`src/rtl/ball_pkg.sv`:
```
// Shared types and per-ball geometry helpers for the ball sprite engine.
package ball_pkg;

  localparam int unsigned DEF_CNT_W = 11;

  typedef struct packed {
    logic [7:0] r;
    logic [7:0] g;
    logic [7:0] b;
  } rgb_t;

  function automatic int unsigned ball_size(input int unsigned idx, input int unsigned step);
    return (idx + 1) * step;
  endfunction

  function automatic int unsigned ball_delta(input int unsigned idx, input int unsigned base,
                                             input int unsigned step);
    return base + idx * step;
  endfunction

  function automatic int unsigned ball_start(input int unsigned idx, input int unsigned step,
                                             input int unsigned res);
    return (idx * step) % res;
  endfunction

endpackage

```
`src/rtl/ball_motion.sv`:
```
// One bouncing ball: position/direction state, edge bounce on the update strobe, and
// the combinational coverage test for the current pixel.
module ball_motion
  import ball_pkg::*;
#(
  parameter int unsigned CNT_W   = DEF_CNT_W,
  parameter int unsigned X_RES   = 640,
  parameter int unsigned Y_RES   = 480,
  parameter int unsigned SIZE    = 40,
  parameter int unsigned DELTA   = 1,
  parameter int unsigned START_X = 0,
  parameter int unsigned START_Y = 0
) (
  input  logic             pclk,
  input  logic             reset,
  input  logic             i_step,
  input  logic             i_flip,
  input  logic [CNT_W-1:0] i_hcnt,
  input  logic [CNT_W-1:0] i_vcnt,
  output logic             o_hit
);

  if (SIZE >= X_RES || SIZE >= Y_RES) begin : g_bad_size
    $error("ball_motion: ball size %0d does not fit the active area", SIZE);
  end
  if (SIZE < X_RES && SIZE < Y_RES && (DELTA >= X_RES - SIZE || DELTA >= Y_RES - SIZE))
  begin : g_bad_delta
    $error("ball_motion: speed %0d too large for ball size %0d", DELTA, SIZE);
  end

  localparam logic [CNT_W:0]   L_XMAX = (CNT_W+1)'(X_RES - SIZE);
  localparam logic [CNT_W:0]   L_YMAX = (CNT_W+1)'(Y_RES - SIZE);
  localparam logic [CNT_W:0]   L_D    = (CNT_W+1)'(DELTA);
  localparam logic [CNT_W:0]   L_W    = (CNT_W+1)'(SIZE);
  localparam logic [CNT_W-1:0] L_SX   = CNT_W'(START_X);
  localparam logic [CNT_W-1:0] L_SY   = CNT_W'(START_Y);

  logic [CNT_W-1:0] r_x, r_y;
  logic             r_dir_x, r_dir_y;
  logic [CNT_W-1:0] w_nx, w_ny;
  logic             w_ndx, w_ndy;

  // Returns {next_dir, next_pos}; the sum is kept one bit wider so it cannot wrap.
  function automatic logic [CNT_W:0] axis_step(input logic [CNT_W-1:0] pos, input logic dir,
                                               input logic [CNT_W:0] lim);
    logic [CNT_W:0] nxt;
    nxt = {1'b0, pos} + L_D;
    if (!dir) begin
      if (nxt >= lim) return {1'b1, lim[CNT_W-1:0]};
      return {1'b0, nxt[CNT_W-1:0]};
    end
    if ({1'b0, pos} <= L_D) return '0;
    return {1'b1, pos - L_D[CNT_W-1:0]};
  endfunction

  always_comb begin
    {w_ndx, w_nx} = axis_step(r_x, r_dir_x ^ i_flip, L_XMAX);
    {w_ndy, w_ny} = axis_step(r_y, r_dir_y ^ i_flip, L_YMAX);
  end

  always_ff @(posedge pclk) begin
    if (reset) begin
      r_x     <= L_SX;
      r_y     <= L_SY;
      r_dir_x <= 1'b0;
      r_dir_y <= 1'b0;
    end else if (i_step) begin
      r_x     <= w_nx;
      r_y     <= w_ny;
      r_dir_x <= w_ndx;
      r_dir_y <= w_ndy;
    end
  end

  assign o_hit = ({1'b0, i_hcnt} >= {1'b0, r_x}) && ({1'b0, i_hcnt} < ({1'b0, r_x} + L_W)) &&
                 ({1'b0, i_vcnt} >= {1'b0, r_y}) && ({1'b0, i_vcnt} < ({1'b0, r_y} + L_W));

endmodule

```
`src/rtl/ball_sprite_engine.sv`:
```
// Multi-ball sprite compositor with a two-stage pixel pipeline. Define BALL_COLLISION_EN
// to build the ball-to-ball collision response; otherwise o_collide is tied to zero.
module ball_sprite_engine
  import ball_pkg::*;
#(
  parameter int unsigned         N_BALLS     = 4,
  parameter int unsigned         X_RES       = 640,
  parameter int unsigned         Y_RES       = 480,
  parameter int unsigned         CNT_W       = DEF_CNT_W,
  parameter int unsigned         SIZE_STEP   = 40,
  parameter int unsigned         DELTA_BASE  = 1,
  parameter int unsigned         DELTA_STEP  = 8,
  parameter int unsigned         START_STEP  = 10,
  parameter logic [24*N_BALLS-1:0] BALL_COLORS =
      {24'hFFFFFF, 24'h00FF00, 24'h0000FF, 24'hFF0000}
) (
  input  logic               pclk,
  input  logic               reset,
  input  logic [CNT_W-1:0]   i_hcnt,
  input  logic [CNT_W-1:0]   i_vcnt,
  input  logic               i_blank,
  input  logic [23:0]        i_bg_rgb,
  input  logic               i_freeze,
  output logic [23:0]        o_rgb,
  output logic               o_blank,
  output logic [N_BALLS-1:0] o_hit,
  output logic               o_frame_tick,
  output logic [N_BALLS-1:0] o_collide
);

  if (N_BALLS < 1 || N_BALLS > 8) begin : g_bad_n
    $error("ball_sprite_engine: N_BALLS must be 1..8");
  end

  localparam logic [CNT_W-1:0] L_UPD_LINE = CNT_W'(Y_RES);

  logic               w_update, w_step;
  logic [N_BALLS-1:0] w_hit, w_flip;
  logic [N_BALLS-1:0] r_hit_s1, r_hit;
  rgb_t               r_bg_s1, r_rgb, w_mix;
  logic               r_blank_s1, r_blank, r_frame_tick;

  // First line of vertical blanking, column 0: happens once per frame.
  assign w_update = (i_hcnt == '0) && (i_vcnt == L_UPD_LINE);
  assign w_step   = w_update && !i_freeze;

  for (genvar g = 0; g < N_BALLS; g++) begin : g_ball
    ball_motion #(
      .CNT_W  (CNT_W),
      .X_RES  (X_RES),
      .Y_RES  (Y_RES),
      .SIZE   (ball_size(g, SIZE_STEP)),
      .DELTA  (ball_delta(g, DELTA_BASE, DELTA_STEP)),
      .START_X(ball_start(g, START_STEP, X_RES)),
      .START_Y(ball_start(g, START_STEP, Y_RES))
    ) u_motion (
      .pclk  (pclk),
      .reset (reset),
      .i_step(w_step),
      .i_flip(w_flip[g]),
      .i_hcnt(i_hcnt),
      .i_vcnt(i_vcnt),
      .o_hit (w_hit[g])
    );
  end

`ifdef BALL_COLLISION_EN
  logic [N_BALLS-1:0] r_sticky, r_collide, w_act_hit;
  logic               w_multi;

  assign w_act_hit = i_blank ? '0 : w_hit;
  // x & (x-1) is non-zero exactly when two or more bits are set.
  assign w_multi   = |(w_act_hit & (w_act_hit - 1'b1));
  assign w_flip    = r_sticky;
  assign o_collide = r_collide;

  always_ff @(posedge pclk) begin
    if (reset) begin
      r_sticky  <= '0;
      r_collide <= '0;
    end else if (w_update) begin
      r_collide <= r_sticky;
      r_sticky  <= '0;
    end else if (w_multi) begin
      r_sticky  <= r_sticky | w_act_hit;
    end
  end
`else
  assign w_flip    = '0;
  assign o_collide = '0;
`endif

  always_comb begin
    w_mix = r_bg_s1;
    for (int i = N_BALLS - 1; i >= 0; i--) begin
      if (r_hit_s1[i]) w_mix = BALL_COLORS[24*i +: 24];
    end
    if (r_blank_s1) w_mix = '0;
  end

  always_ff @(posedge pclk) begin
    if (reset) begin
      r_hit_s1     <= '0;
      r_bg_s1      <= '0;
      r_blank_s1   <= 1'b1;
      r_hit        <= '0;
      r_rgb        <= '0;
      r_blank      <= 1'b1;
      r_frame_tick <= 1'b0;
    end else begin
      r_hit_s1     <= i_blank ? '0 : w_hit;
      r_bg_s1      <= i_bg_rgb;
      r_blank_s1   <= i_blank;
      r_hit        <= r_hit_s1;
      r_rgb        <= w_mix;
      r_blank      <= r_blank_s1;
      r_frame_tick <= w_update;
    end
  end

  assign o_rgb        = r_rgb;
  assign o_blank      = r_blank;
  assign o_hit        = r_hit;
  assign o_frame_tick = r_frame_tick;

endmodule

```
`config.mk`:
```
export PLATFORM = sky130hd
export DESIGN_NAME = ball_sprite_engine
export DESIGN_NICKNAME = d
export VERILOG_FILES = /design/src/rtl/ball_pkg.sv /design/src/rtl/ball_motion.sv /design/src/rtl/ball_sprite_engine.sv
export SDC_FILE = /design/constraint.sdc
export NUM_CORES = 1
export LEC_CHECK = 0
export BUFFER_PORTS_ARGS = -buffer_cell sky130_fd_sc_hd__buf_4
export CORE_MARGIN = 4
export CORE_UTILIZATION = 30
export CTS_CLUSTER_DIAMETER = 200
export DETAILED_ROUTE_END_ITERATION = 8
export PLACE_DENSITY = 0.41
export REMOVE_ABC_BUFFERS = 1
export SYNTH_ARGS = -nofsm -noshare
export SYNTH_HDL_FRONTEND = slang
export SYNTH_SLANG_ARGS = --single-unit
```
`constraint.sdc`:
```
create_clock -name pclk -period 3.6 [get_ports pclk]
set_clock_uncertainty 0.05 [all_clocks]
set_input_delay 0.72 -clock pclk [delete_from_list [all_inputs] [get_ports pclk]]
set_output_delay 0.72 -clock pclk [all_outputs]
set_load 0.05 [all_outputs]
```
==> results.txt <==
The flow ran to the end, and the final reports show no timing, DRC or antenna violations. The met1 wire length is between 20000 and 25000 um. A synthesized cell averages ~7.5 um2. STA classifies the critical path endpoint as a register. The worst register-to-register path begins at g_ball[2].u_motion.r_y[3]. The overall power consumption came out at 4.04 mW. The die span in y is 225 um.

Along the worst hold path, the cell count comes to 1. The signal on the critical path passes through inv_1, ha_1, nand2_1, nand3_1, xnor2_1, ha_1, a2111oi_0, o211ai_1, a21oi_1, nor4bb_1, buf_4. Of the cells placed in the final design, the portion with a size suffix greater than 1 is a little over a tenth. The number of buffers on the longest clock path is 2. The number of register bits inferred by synthesis came out at about 160.

Global routing consumed, over all layers together, 18.8% of the routing resources. The first global-routing pass estimated between 70000 and 80000 um of wire. The post-detailed-placement half-perimeter wirelength came out at roughly 36000 um. The final instance area is about 0.016 mm2. Setup repair after global routing left no endpoint under its margin.

The most used standard cell by instance count after synthesis is sky130_fd_sc_hd__ha_1. Ranked by total cell area, the synthesized netlist is headed by sky130_fd_sc_hd__dfxtp_1 (22%), sky130_fd_sc_hd__ha_1 (17%), sky130_fd_sc_hd__a21oi_1 (5.8%). VDD sags by at most between 0.0003 and 0.0004 V. In the finished design, the share of the clock period the worst path needs comes to between 80% and 90%.

The worst setup margin is approximately 400 ps. The first detailed-routing pass took 5 iterations. The number of cells on the worst reg-to-reg path is 11. Summed over all instances, the cell type with the most area after synthesis is sky130_fd_sc_hd__dfxtp_1. Entering global routing, the biggest net connects between 50 and 60 pins.

The mux share of post-synthesis cell area is less than 1%. The adder and majority gate portion of the synthesized area came out at 17.1%. The post-synthesis cell count came out at between 1500 and 2000. The count of cells resized by post-cts repair is 0.

In the synthesized netlist the dominant register cell turns out to be sky130_fd_sc_hd__dfxtp_1. The worst pin sits at a relative slew slack of about 45%. The net count of the finished layout is approximately 2200. The number of primary I/O pins came out at between 80 and 90. The total DRC errors in the routed layout came out at 0. STA classifies the critical path startpoint as a register. The reg2reg setup slack is 400 ps. The slew at the pin with the worst max-slew slack came out at a little over 800 ps. The final period demand of the worst path came out at roughly 3200 ps. Sequential elements use around 22% of the synthesized area. Signal routing reaches up to met4. The region available for standard cell placement spans between 0.04 and 0.05 mm2. The worst register-to-register path ends at r_hit_s1[2].

The worst-skew pair later-pin latency came out at 460 ps. The violation count after the first detailed-routing iteration is ~1000. The count of max-cap constraint violations came out at 0. The total length of routed met3 wires is 2070 um. The total congestion overflow after global routing came out at 0. Counting stages on the worst path, the most repeated cell is sky130_fd_sc_hd__ha_1.

Setup violations remaining at the end of the flow were counted as 0. TritonCTS built the clock tree. The floorplan step defined a die boundary enclosing between 0.05 and 0.06 mm2. The number of antenna cells inserted came out at 0. The placer's final routability congestion estimate is between 0.8 and 0.9. The initial standard-cell utilization of the core is about 30%. The delay of the slowest cell on the worst path is between 400 and 500 ps. The synthesized-area fraction occupied by and/or/nand/nor cells is 21.4%. The proportion of register bits with asynchronous set or reset after synthesis is 0%. The startpoint of the lowest-slack hold path is r_bg_s1[8]. The worst setup timing slack at the placement stage came out at -25.7 ps.

The detailed-route wire length per cell came out at about 19 um. The count of buffering cells on the critical path with inverters included is 2. Along the worst path, the maximum fanout reaches 5.

The via count came out at 14200. Wire segments on met2 add up to between 20000 and 25000 um in the final route. The final max-slew violation count is 0. Dividing the detail-routed via count by the number of cells gives 5.58. The number of different library cells in the post-synthesis netlist is 79. The hold slack came out at 390 ps. The number of nets still failing antenna checks after routing came out at 0.

The total routed wirelength is about 48000 um. Yosys printed 0 warnings. The power density over the cells came out at ~250 mW/mm2. The path class of the tightest hold or removal check is reg -> reg.

Data on the critical path arrives at its endpoint at ~3500 ps. The number of buffers created by CTS came out at 17. The total of fill cells in the finished design is 4936. The total standard cell area after synthesis came out at between 0.01 and 0.015 mm2. The number of buffers added for setup after CTS came out at 0. The worst endpoint required time is about 3900 ps. The critical path in this run is classified as reg -> reg. The die width came out at 225 um.

After detailed placement, the total cell area comes to between 0.015 and 0.02 mm2. Clock tree synthesis selected as its root buffer the cell sky130_fd_sc_hd__clkbuf_16. The synthesized design contains 0 enable-type register cells. The largest individual stage delay along the critical path comes from the cell sky130_fd_sc_hd__dfxtp_1. The number of buffers added to fix hold violations after cts came out at 0.

The CTS clock-pin slew for the worst setup and hold paths is ~80 ps. The worst hold path terminates at o_rgb[8]. The depth of the CTS H-tree came out at 4. The final-report hold violation count came to 0. The number of global-route vias before repair is 13400. The combinational family with the most area after synthesis is compound AO/OA/AOI/OAI gates. The xor and xnor area share after synthesis is approximately 4.3%. The count of buffers from port buffering came out at 79. The area growth from synthesis to layout is 14.4%. The static leakage is between 6 and 7 nW. The clock net in this run drives a total of 155 sinks. The compound-gate portion of the synthesized area came out at about 28%. The initial antenna violation count is 0. The share of synthesized area in the top cell type comes to between 20% and 30%. Sorting the synthesized cells by how often they occur yields sky130_fd_sc_hd__ha_1 (192), sky130_fd_sc_hd__a21oi_1 (163), sky130_fd_sc_hd__dfxtp_1 (155). The highest clock rate came out at around 310 MHz. The floorplan row count came out at 79. Among cell families on the critical path, the largest total delay comes from compound AO/OA/AOI/OAI gates.
## metal layers
layer	vias up	global-route usage, %
li1	7031	-
met1	6705	27.5
met2	388	29.6
met3	41	2.02
met4	0	4.76
met5	-	0
## power by group
part / total [mW] / switching (mW) / internal (mW) / leakage (nW)
logic: 0.438 / 0.263 / 0.175 / 4.62
clock network: 1.86 / 0.835 / 1.02 / 0.280
registers: 1.74 / 0.00719 / 1.74 / 1.26
total: 4.04 / 1.11 / 2.93 / 6.16
## worst max path at each step
stage,cells after the start,to,from
3_5_place_dp,7,g_ball[0].u_motion.r_y[3],i_hcnt[5]
6_report,11,r_hit_s1[2],g_ball[2].u_motion.r_y[3]
4_1_cts,11,r_hit_s1[2],g_ball[2].u_motion.r_y[3]
2_1_floorplan,7,g_ball[1].u_motion.r_x[8],i_hcnt[5]
5_1_grt,11,r_hit_s1[2],g_ball[2].u_motion.r_y[3]
3_3_place_gp,9,g_ball[1].u_motion.r_y[3],i_hcnt[5]
## worst register-to-register path, cell delays in order (launching register included)
cell	delay [ps]
sky130_fd_sc_hd__dfxtp_1	450
sky130_fd_sc_hd__inv_1	180
sky130_fd_sc_hd__ha_1	260
sky130_fd_sc_hd__nand2_1	130
sky130_fd_sc_hd__nand3_1	110
sky130_fd_sc_hd__xnor2_1	160
sky130_fd_sc_hd__ha_1	290
sky130_fd_sc_hd__a2111oi_0	400
sky130_fd_sc_hd__o211ai_1	170
sky130_fd_sc_hd__a21oi_1	270
sky130_fd_sc_hd__nor4bb_1	440
sky130_fd_sc_hd__buf_4	200
## flip-flops by register name (all words and copies together), names as in the netlist
signal / count
o_blank: 1
o_hit: 4
g_ball.u_motion.r_x: 44
r_hit_s1: 4
g_ball.u_motion.r_dir_y: 4
g_ball.u_motion.r_y: 44
o_rgb: 24
r_bg_s1: 24
g_ball.u_motion.r_dir_x: 4
r_blank_s1: 1
o_frame_tick: 1
## logic make-up (layout without fill, tap and decap cells)
logic type / count (synthesis) / count (layout)
buffers and inverters: 243 / 300
adder cells (fa/ha/maj): 192 / 192
multiplexers: 8 / 8
AND/OR/NAND/NOR: 593 / 593
other: 1 / 4
AO/OA/AOI/OAI: 609 / 609
flip-flops: 155 / 155
XOR/XNOR: 69 / 69
## per-stage QoR
stage / setup TNS, ps / util, % / std cells
final: 0 / 34.7 / 2537
after global routing: 0 / 34.7 / 2537
after CTS: 0 / 34.7 / 2537
after detailed placement: -52.9 / 33.4 / 2505
after global placement: -17.4 / 33.4 / 2505
after floorplan: -80400 / - / 1749
## cells in the final DEF (no fill, tap or decap), types with 9 or more instances in the layout
| cell type | count |
|---|---|
| sky130_fd_sc_hd__dfxtp_1 | 155 |
| sky130_fd_sc_hd__nand3_1 | 77 |
| sky130_fd_sc_hd__a21oi_1 | 163 |
| sky130_fd_sc_hd__clkbuf_16 | 17 |
| sky130_fd_sc_hd__buf_4 | 146 |
| sky130_fd_sc_hd__o31ai_1 | 15 |
| sky130_fd_sc_hd__a211oi_1 | 22 |
| sky130_fd_sc_hd__nor4_1 | 23 |
| sky130_fd_sc_hd__o21a_1 | 31 |
| sky130_fd_sc_hd__o211ai_1 | 15 |
| sky130_fd_sc_hd__nand2_1 | 116 |
| sky130_fd_sc_hd__nand4_1 | 35 |
| sky130_fd_sc_hd__o21ai_0 | 145 |
| sky130_fd_sc_hd__xnor2_1 | 64 |
| sky130_fd_sc_hd__inv_1 | 110 |
| sky130_fd_sc_hd__or3_1 | 14 |
| sky130_fd_sc_hd__a31oi_1 | 45 |
| sky130_fd_sc_hd__a21o_1 | 17 |
| sky130_fd_sc_hd__nor2_1 | 129 |
| sky130_fd_sc_hd__a2111oi_0 | 11 |
| sky130_fd_sc_hd__ha_1 | 192 |
| sky130_fd_sc_hd__nor3_1 | 63 |
| sky130_fd_sc_hd__nand2b_1 | 19 |
| sky130_fd_sc_hd__or4_1 | 10 |
| sky130_fd_sc_hd__and3_1 | 13 |
| sky130_fd_sc_hd__o22ai_1 | 10 |
| sky130_fd_sc_hd__a221oi_1 | 21 |
| sky130_fd_sc_hd__clkinv_1 | 9 |
| sky130_fd_sc_hd__nor2b_1 | 48 |
## layout make-up
class                      instances  area [um2]  share of cell area, %
tap                              607         759                   4.71
multi-input combinational       1475       10100                   62.5
clock buffer                      22         474                   2.94
clock inverter                    10         105                  0.652
timing repair buffer             149        1160                   7.18
inverter                         119         447                   2.77
sequential                       155        3100                   19.3
(Power assumes the default switching activity.)
